==> src/rtl/pipeline_hazard_ctrl.sv <==
// Pipeline hazard controller: resolves memory waits, EX redirects, load-use hazards and
// fetch stalls into per-stage hold/flush controls, with stall and flush performance counters.
module pipeline_hazard_ctrl #(
    parameter int unsigned REG_ADDR_W = 5
) (
    input  logic                  clk,
    input  logic                  reset,
    input  logic                  imem_busywait,
    input  logic                  dmem_busywait,
    input  logic                  branch_jump_signal,
    input  logic [REG_ADDR_W-1:0] id_rs1,
    input  logic [REG_ADDR_W-1:0] id_rs2,
    input  logic                  id_rs1_used,
    input  logic                  id_rs2_used,
    input  logic [REG_ADDR_W-1:0] ex_rd,
    input  logic                  ex_mem_read,
    output logic                  pc_stall,
    output logic                  if_id_busywait,
    output logic                  id_ex_busywait,
    output logic                  ex_mem_busywait,
    output logic                  mem_wb_busywait,
    output logic                  if_id_flush,
    output logic                  id_ex_flush,
    output logic [1:0]            ctrl_state,
    output logic [31:0]           stall_count,
    output logic [31:0]           flush_count
);

    typedef enum logic [1:0] {
        StRun      = 2'b00,
        StLoadUse  = 2'b01,
        StMemWait  = 2'b10,
        StRedirect = 2'b11
    } state_e;

    state_e      state_q, state_d;
    logic [31:0] stall_count_q, stall_count_d;
    logic [31:0] flush_count_q, flush_count_d;
    logic        load_use;
    logic        stall_ev;
    logic        flush_ev;

    // The consumer was already stalled (LOAD_USE) or squashed (REDIRECT), so do not re-detect.
    always_comb begin
        load_use = ex_mem_read && (ex_rd != '0) &&
                   ((id_rs1_used && (id_rs1 == ex_rd)) || (id_rs2_used && (id_rs2 == ex_rd)));
        if (state_q == StLoadUse || state_q == StRedirect) begin
            load_use = 1'b0;
        end
    end

    always_comb begin
        pc_stall        = 1'b0;
        if_id_busywait  = 1'b0;
        id_ex_busywait  = 1'b0;
        ex_mem_busywait = 1'b0;
        mem_wb_busywait = 1'b0;
        if_id_flush     = 1'b0;
        id_ex_flush     = 1'b0;
        stall_ev        = 1'b0;
        flush_ev        = 1'b0;
        state_d         = StRun;

        // A branch under a data-memory wait stays in the held EX stage and is seen again later.
        if (dmem_busywait) begin
            pc_stall        = 1'b1;
            if_id_busywait  = 1'b1;
            id_ex_busywait  = 1'b1;
            ex_mem_busywait = 1'b1;
            mem_wb_busywait = 1'b1;
            stall_ev        = 1'b1;
            state_d         = StMemWait;
        end else if (branch_jump_signal) begin
            if_id_flush = 1'b1;
            id_ex_flush = 1'b1;
            flush_ev    = 1'b1;
            state_d     = StRedirect;
        end else if (load_use) begin
            pc_stall       = 1'b1;
            if_id_busywait = 1'b1;
            id_ex_flush    = 1'b1;
            stall_ev       = 1'b1;
            state_d        = StLoadUse;
        end else if (imem_busywait) begin
            pc_stall    = 1'b1;
            if_id_flush = 1'b1;
            stall_ev    = 1'b1;
        end

        if (!reset) begin
            pc_stall        = 1'b1;
            if_id_busywait  = 1'b0;
            id_ex_busywait  = 1'b0;
            ex_mem_busywait = 1'b0;
            mem_wb_busywait = 1'b0;
            if_id_flush     = 1'b1;
            id_ex_flush     = 1'b1;
            stall_ev        = 1'b0;
            flush_ev        = 1'b0;
            state_d         = StRun;
        end
    end

    always_comb begin
        stall_count_d = stall_count_q;
        flush_count_d = flush_count_q;
        if (stall_ev && (stall_count_q != 32'hFFFF_FFFF)) begin
            stall_count_d = stall_count_q + 32'd1;
        end
        if (flush_ev && (flush_count_q != 32'hFFFF_FFFF)) begin
            flush_count_d = flush_count_q + 32'd1;
        end
    end

    always_ff @(posedge clk or negedge reset) begin
        if (!reset) begin
            state_q       <= StRun;
            stall_count_q <= '0;
            flush_count_q <= '0;
        end else begin
            state_q       <= state_d;
            stall_count_q <= stall_count_d;
            flush_count_q <= flush_count_d;
        end
    end

    assign ctrl_state  = state_q;
    assign stall_count = stall_count_q;
    assign flush_count = flush_count_q;

endmodule

==> config.mk <==
export PLATFORM = sky130hd
export DESIGN_NAME = pipeline_hazard_ctrl
export DESIGN_NICKNAME = d
export VERILOG_FILES = /design/src/rtl/pipeline_hazard_ctrl.sv
export SDC_FILE = /design/constraint.sdc
export NUM_CORES = 1
export LEC_CHECK = 0
export BUFFER_PORTS_ARGS = -buffer_cell sky130_fd_sc_hd__buf_2
export CELL_PAD_IN_SITES_DETAIL_PLACEMENT = 0
export CELL_PAD_IN_SITES_GLOBAL_PLACEMENT = 2
export CORE_MARGIN = 4
export CORE_UTILIZATION = 34
export CTS_CLUSTER_DIAMETER = 60
export CTS_CLUSTER_SIZE = 40
export DETAILED_ROUTE_END_ITERATION = 6
export GPL_TIMING_DRIVEN = 1
export PLACE_DENSITY = 0.83
export RECOVER_POWER = 25
export SYNTH_ARGS = -nofsm -noshare
export SYNTH_HDL_FRONTEND = slang
export SYNTH_SLANG_ARGS = --single-unit
==> constraint.sdc <==
create_clock -name clk -period 3.37 [get_ports clk]
set_input_delay 0.5055 -clock clk [delete_from_list [all_inputs] [get_ports clk]]
set_output_delay 0.5055 -clock clk [all_outputs]
set_load 0.01 [all_outputs]
Word-level counts from Yosys, hierarchy flattened
Cells that the tools add are included.
- register bits after elaboration: 66
- latch bits: 0
- bits in writable memories: 0
- memory bits (read-only): 0
- input bits: 23
- output and inout port bits: 73
- word-level logic and storage cells: 47
- memories: 0
- add/subtract/negate cells: 2
- multipliers: 0
- div/mod/pow operators: 0
- magnitude comparators: 0
- eq/ne operators: 6
- shift-type cells: 0
- multiplexer cells: 27
- bitwise logic cells: 0
- reductions and logical operators: 9
- operators by type and width (cell ; count):
    32-bit by 1-bit adder with 32-bit output, second input constant ; 2
    32-bit inequality test, second input constant ; 2
    1-bit two-way mux ; 24
    5-bit equality test ; 2
    1-bit logical AND ; 6
    2-bit two-way mux ; 3
    5-bit nonzero test ; 1
    2-bit by 1-bit equality test with 1-bit output, second input constant ; 1
    2-bit equality test, second input constant ; 1
    1-bit logical OR ; 2

Logic depth before layout (Yosys ltp)
- word-level depth: 10
- depth in mapped cells: 8
- mapped depth without buffers: 7

Worst setup path after synthesis
No wires, ideal clock.
- path kind: register to register
- start: register stall_count_q[0], in the netlist stall_count[0]
- end: register stall_count_q[28], in the netlist stall_count[28]
- setup time: 0.125 ns
- arrival time: 2.047 ns
- data required time: 3.245 ns
- path slack: 1.198 ns
- cell stages (with the launch flop): 8
- path buffers: 1
- clock period less this slack: 2.172 ns
- path through: dfrtp_1 > ha_1 > nand3_1 > or3_1 > buf_2 > o32a_1 > nor2_1 > mux2_2
- longest elaborated chain between the ends: 2
- ends and longest elaborated chain (element ; line ; text):
    from (decl) ; 37 ; logic [31:0] stall_count_q, stall_count_d;
    from (signal assigned) ; 122 ; stall_count_q <= stall_count_d;
    parallel branches: the longest is 2 deep, another holds 32-bit by 1-bit adder with 32-bit output ; n/a ;
Parallel ways; which one is timed is not known.
A chain may end at the register's enable or synchronous reset.

Worst setup path in the final report
- start: input port reset
- end: output port ex_mem_busywait
- longest elaborated chain between the ends: 1
- ends and longest elaborated chain (element ; line ; text):
    from (decl) ; 7 ; input logic reset,
    1-bit two-way mux ; 90 ; if (!reset) begin
    to (decl) ; 20 ; output logic ex_mem_busywait,
Every way passes these cells.

==> flow_summary.json <==
{
  "avgRoutedWirePerCell_um": 14.4,
  "clockRootBuffer": "clkbuf_8",
  "startpoint_type": "input pin",
  "cp_cell_sequence": "buf_2, clkbuf_1, and2_1, buf_2",
  "slew_headroom_pct": 6.01,
  "start_util_pct": 34.6,
  "critical_path.slowest_cell": "clkbuf_1",
  "cp_data_arrival_time_ns": 2.11,
  "synth_edf_count": 0,
  "fp-row-count": 36,
  "met3WireLength_um": 434,
  "syn_nets": 349,
  "synthFlopType": "dfrtp_1",
  "p_seq_share_pct": 48.9,
  "grt.total_usage_pct": 14.8,
  "place_hpwl_um": 6210,
  "hold_viol_final": 0,
  "place_ws_ns": 0.739,
  "avgSynthCellArea_um2": 10.4,
  "nets": 451,
  "vdd_ir_drop_max_mv": 0.219,
  "power_switching_share_pct": 28.5,
  "dieArea_um2": 11600,
  "syn2layout_area_growth_pct": 24.3,
  "met2_length_um": 3580,
  "crit_top_cell": "buf_2",
  "crit_fanout": 27,
  "p_int_mw": 1.41,
  "core-area_um2": 9730,
  "finClkSkew_ns": 0.00767,
  "io_pins": 96,
  "cts_buffers": 9,
  "grt_max_degree": 45,
  "comb_power_share_pct": 16.1,
  "cts.path.max_buffers": 2,
  "syn_inst": 324,
  "crit_required_ns": 2.86,
  "worstMarginPinSlew_ns": 1.41,
  "synth.area.top_cells": "dfrtp_1, xnor2_1, xor2_1",
  "cts_tree": "built",
  "dr.max_layer_used": "met4",
  "synthMuxAreaShare_pct": 1.34,
  "vias": 2693,
  "power_mw": 1.97,
  "fin_crit_ns": 2.62,
  "die_w_um": 108,
  "fin_ws_ns": 0.752,
  "synth_compound_area_share_pct": 2.75,
  "synth_xor_area_share_pct": 18.2,
  "final_layout_size_suffix_gt1_share_pct": 28.6,
  "maxCapViolCount": 0,
  "hold_buffers": 0,
  "grt_pass1_vias": 2645,
  "drtIter0Drc": 93,
  "power_leakage_nw": 2.04,
  "clk_pin_slew_ns": 0.07,
  "seq_area_frac_synth_pct": 49.1,
  "endpoint_kind": "output pin",
  "synth_top_family_by_area": "simple AND/OR/NAND/NOR gates",
  "r2r_slack_ns": 0.76,
  "drc_errors": 0,
  "finalSetupTns_ns": 0,
  "synth-simple-area-share_pct": 25.8,
  "syn-cell-area_um2": 3370,
  "synthArstFlopShare_pct": 100,
  "final_area_um2": 4190,
  "synth_area_leader_cell": "dfrtp_1",
  "rsz0062_at_grt": "no",
  "die_h_um": 108,
  "cts_resized": 0,
  "drt-total-wl_um": 8130,
  "synth_cell_types": 39,
  "synth_seq_cells": 66,
  "placed_area_um2": 3990,
  "path_class": "input pin to output pin",
  "port_buffers": 95,
  "wl_met1_um": 3960,
  "grt_pass1_wl_um": 13400,
  "antenna_cells": 0,
  "max_freq_ghz": 0.382,
  "crit_path_max_incr_delay_ns": 1.04,
  "gp_congestion": 0.753,
  "first_pass_iters": 4,
  "synth_top_area_share_pct": 49.1,
  "min_period_over_period_pct": 77.7,
  "hp-class": "input pin to asynchronous set/reset pin",
  "clock_latency_ns": 0.34,
  "setup_viol": 0,
  "powerDensity_nw_per_um2": 472,
  "synth_fa_ha_area_share_pct": 0.743,
  "antenna_found_initial": 0,
  "clock-sinks": 66,
  "status": "finished clean",
  "yosysWarningCount": 0,
  "via_per_inst": 4.78,
  "p_clk_share_pct": 35.0,
  "p_sw_uw": 563,
  "ant_nets": 0,
  "drv_slew": 0,
  "htreeDepth": 3,
  "overflow": 0,
  "postCtsSetupBuffers": 0
}
-- metrics by stage --
step / hold slack (ns) / util (%) / cells
after floorplan: 0.210 / - / 324
after global placement: 0.473 / 41.0 / 548
after detailed placement: 0.476 / 41.0 / 548
after CTS: 0.247 / 43.1 / 563
after global routing: 0.364 / 43.0 / 563
final: 0.325 / 43.0 / 563
-- flip-flops by register name, summed over array words and instances (netlist names) --
name,cells
ctrl_state,2
flush_count,32
stall_count,32
-- worst max-delay path: cells and delay by family --
family                 cells  cell delay, ns
buffers and inverters      3            1.32
AND/OR/NAND/NOR            1            0.28
-- path summary, 6_finish.rpt --
kind                                 start               to  cells after the start
max                                  reset  ex_mem_busywait                      4
max in group asynchronous            reset   stall_count[4]                      2
min reg2reg                flush_count[15]  flush_count[15]                      1
max reg2reg                 stall_count[0]   stall_count[1]                      7
min in group clk           flush_count[15]  flush_count[15]                      1
min                                  reset  flush_count[30]                      2
-- placed cells by master, fill, tap and decap left out, types with 6 or more instances in the layout --
cell type / synthesis / final
dfrtp_1: 66 / 66
inv_1: 7 / 7
buf_2: 1 / 95
and2_1: 6 / 6
xnor2_1: 38 / 38
xor2_1: 32 / 32
clkbuf_8: 0 / 12
nor3_1: 12 / 12
nand3_1: 28 / 28
and3_1: 13 / 13
nor2_1: 21 / 21
nand4_1: 15 / 15
nor4_1: 8 / 8
nand2_1: 22 / 22
-- cell usage after synthesis, drive strengths merged, types with 7 or more instances --
library cell,n
nor2,21
nand3,28
dfrtp,66
and2,7
nand4,16
xor2,32
nor3,14
and3,13
inv,7
xnor2,38
nor4,12
nand2,22
-- power by group through the flow --
stage                     clock network (mW)  logic (mW)  registers [mW]
after global routing                   0.756       0.356           0.983
after global placement                     0       0.322           0.976
after detailed placement                   0       0.327           0.981
after floorplan                            0       0.142            1.00
final                                  0.690       0.318           0.965
after CTS                              0.716       0.328           0.966
-- layer usage --
layer	global-route usage [%]	up-vias
met5	0	-
li1	-	1338
met4	7.03	0
met2	21.2	68
met3	3.36	12
met1	21.1	1275
-- cell families (layout without fill, tap and decap cells) --
family	after synthesis	after routing
adder cells (fa/ha/maj)	2	2
XOR/XNOR	70	70
multiplexers	4	4
buffers and inverters	14	120
AND/OR/NAND/NOR	154	154
AO/OA/AOI/OAI	14	14
flip-flops	66	66
-- layout make-up --
type | count | area [µm²]
inverter | 7 | 26.3
tap | 133 | 166
clock inverter | 2 | 35.0
sequential | 66 | 1650
clock buffer | 13 | 169
multi-input combinational | 244 | 1640
timing repair buffer | 98 | 494
fill | 963 | 5540
Power figures use the tool's default switching activity.
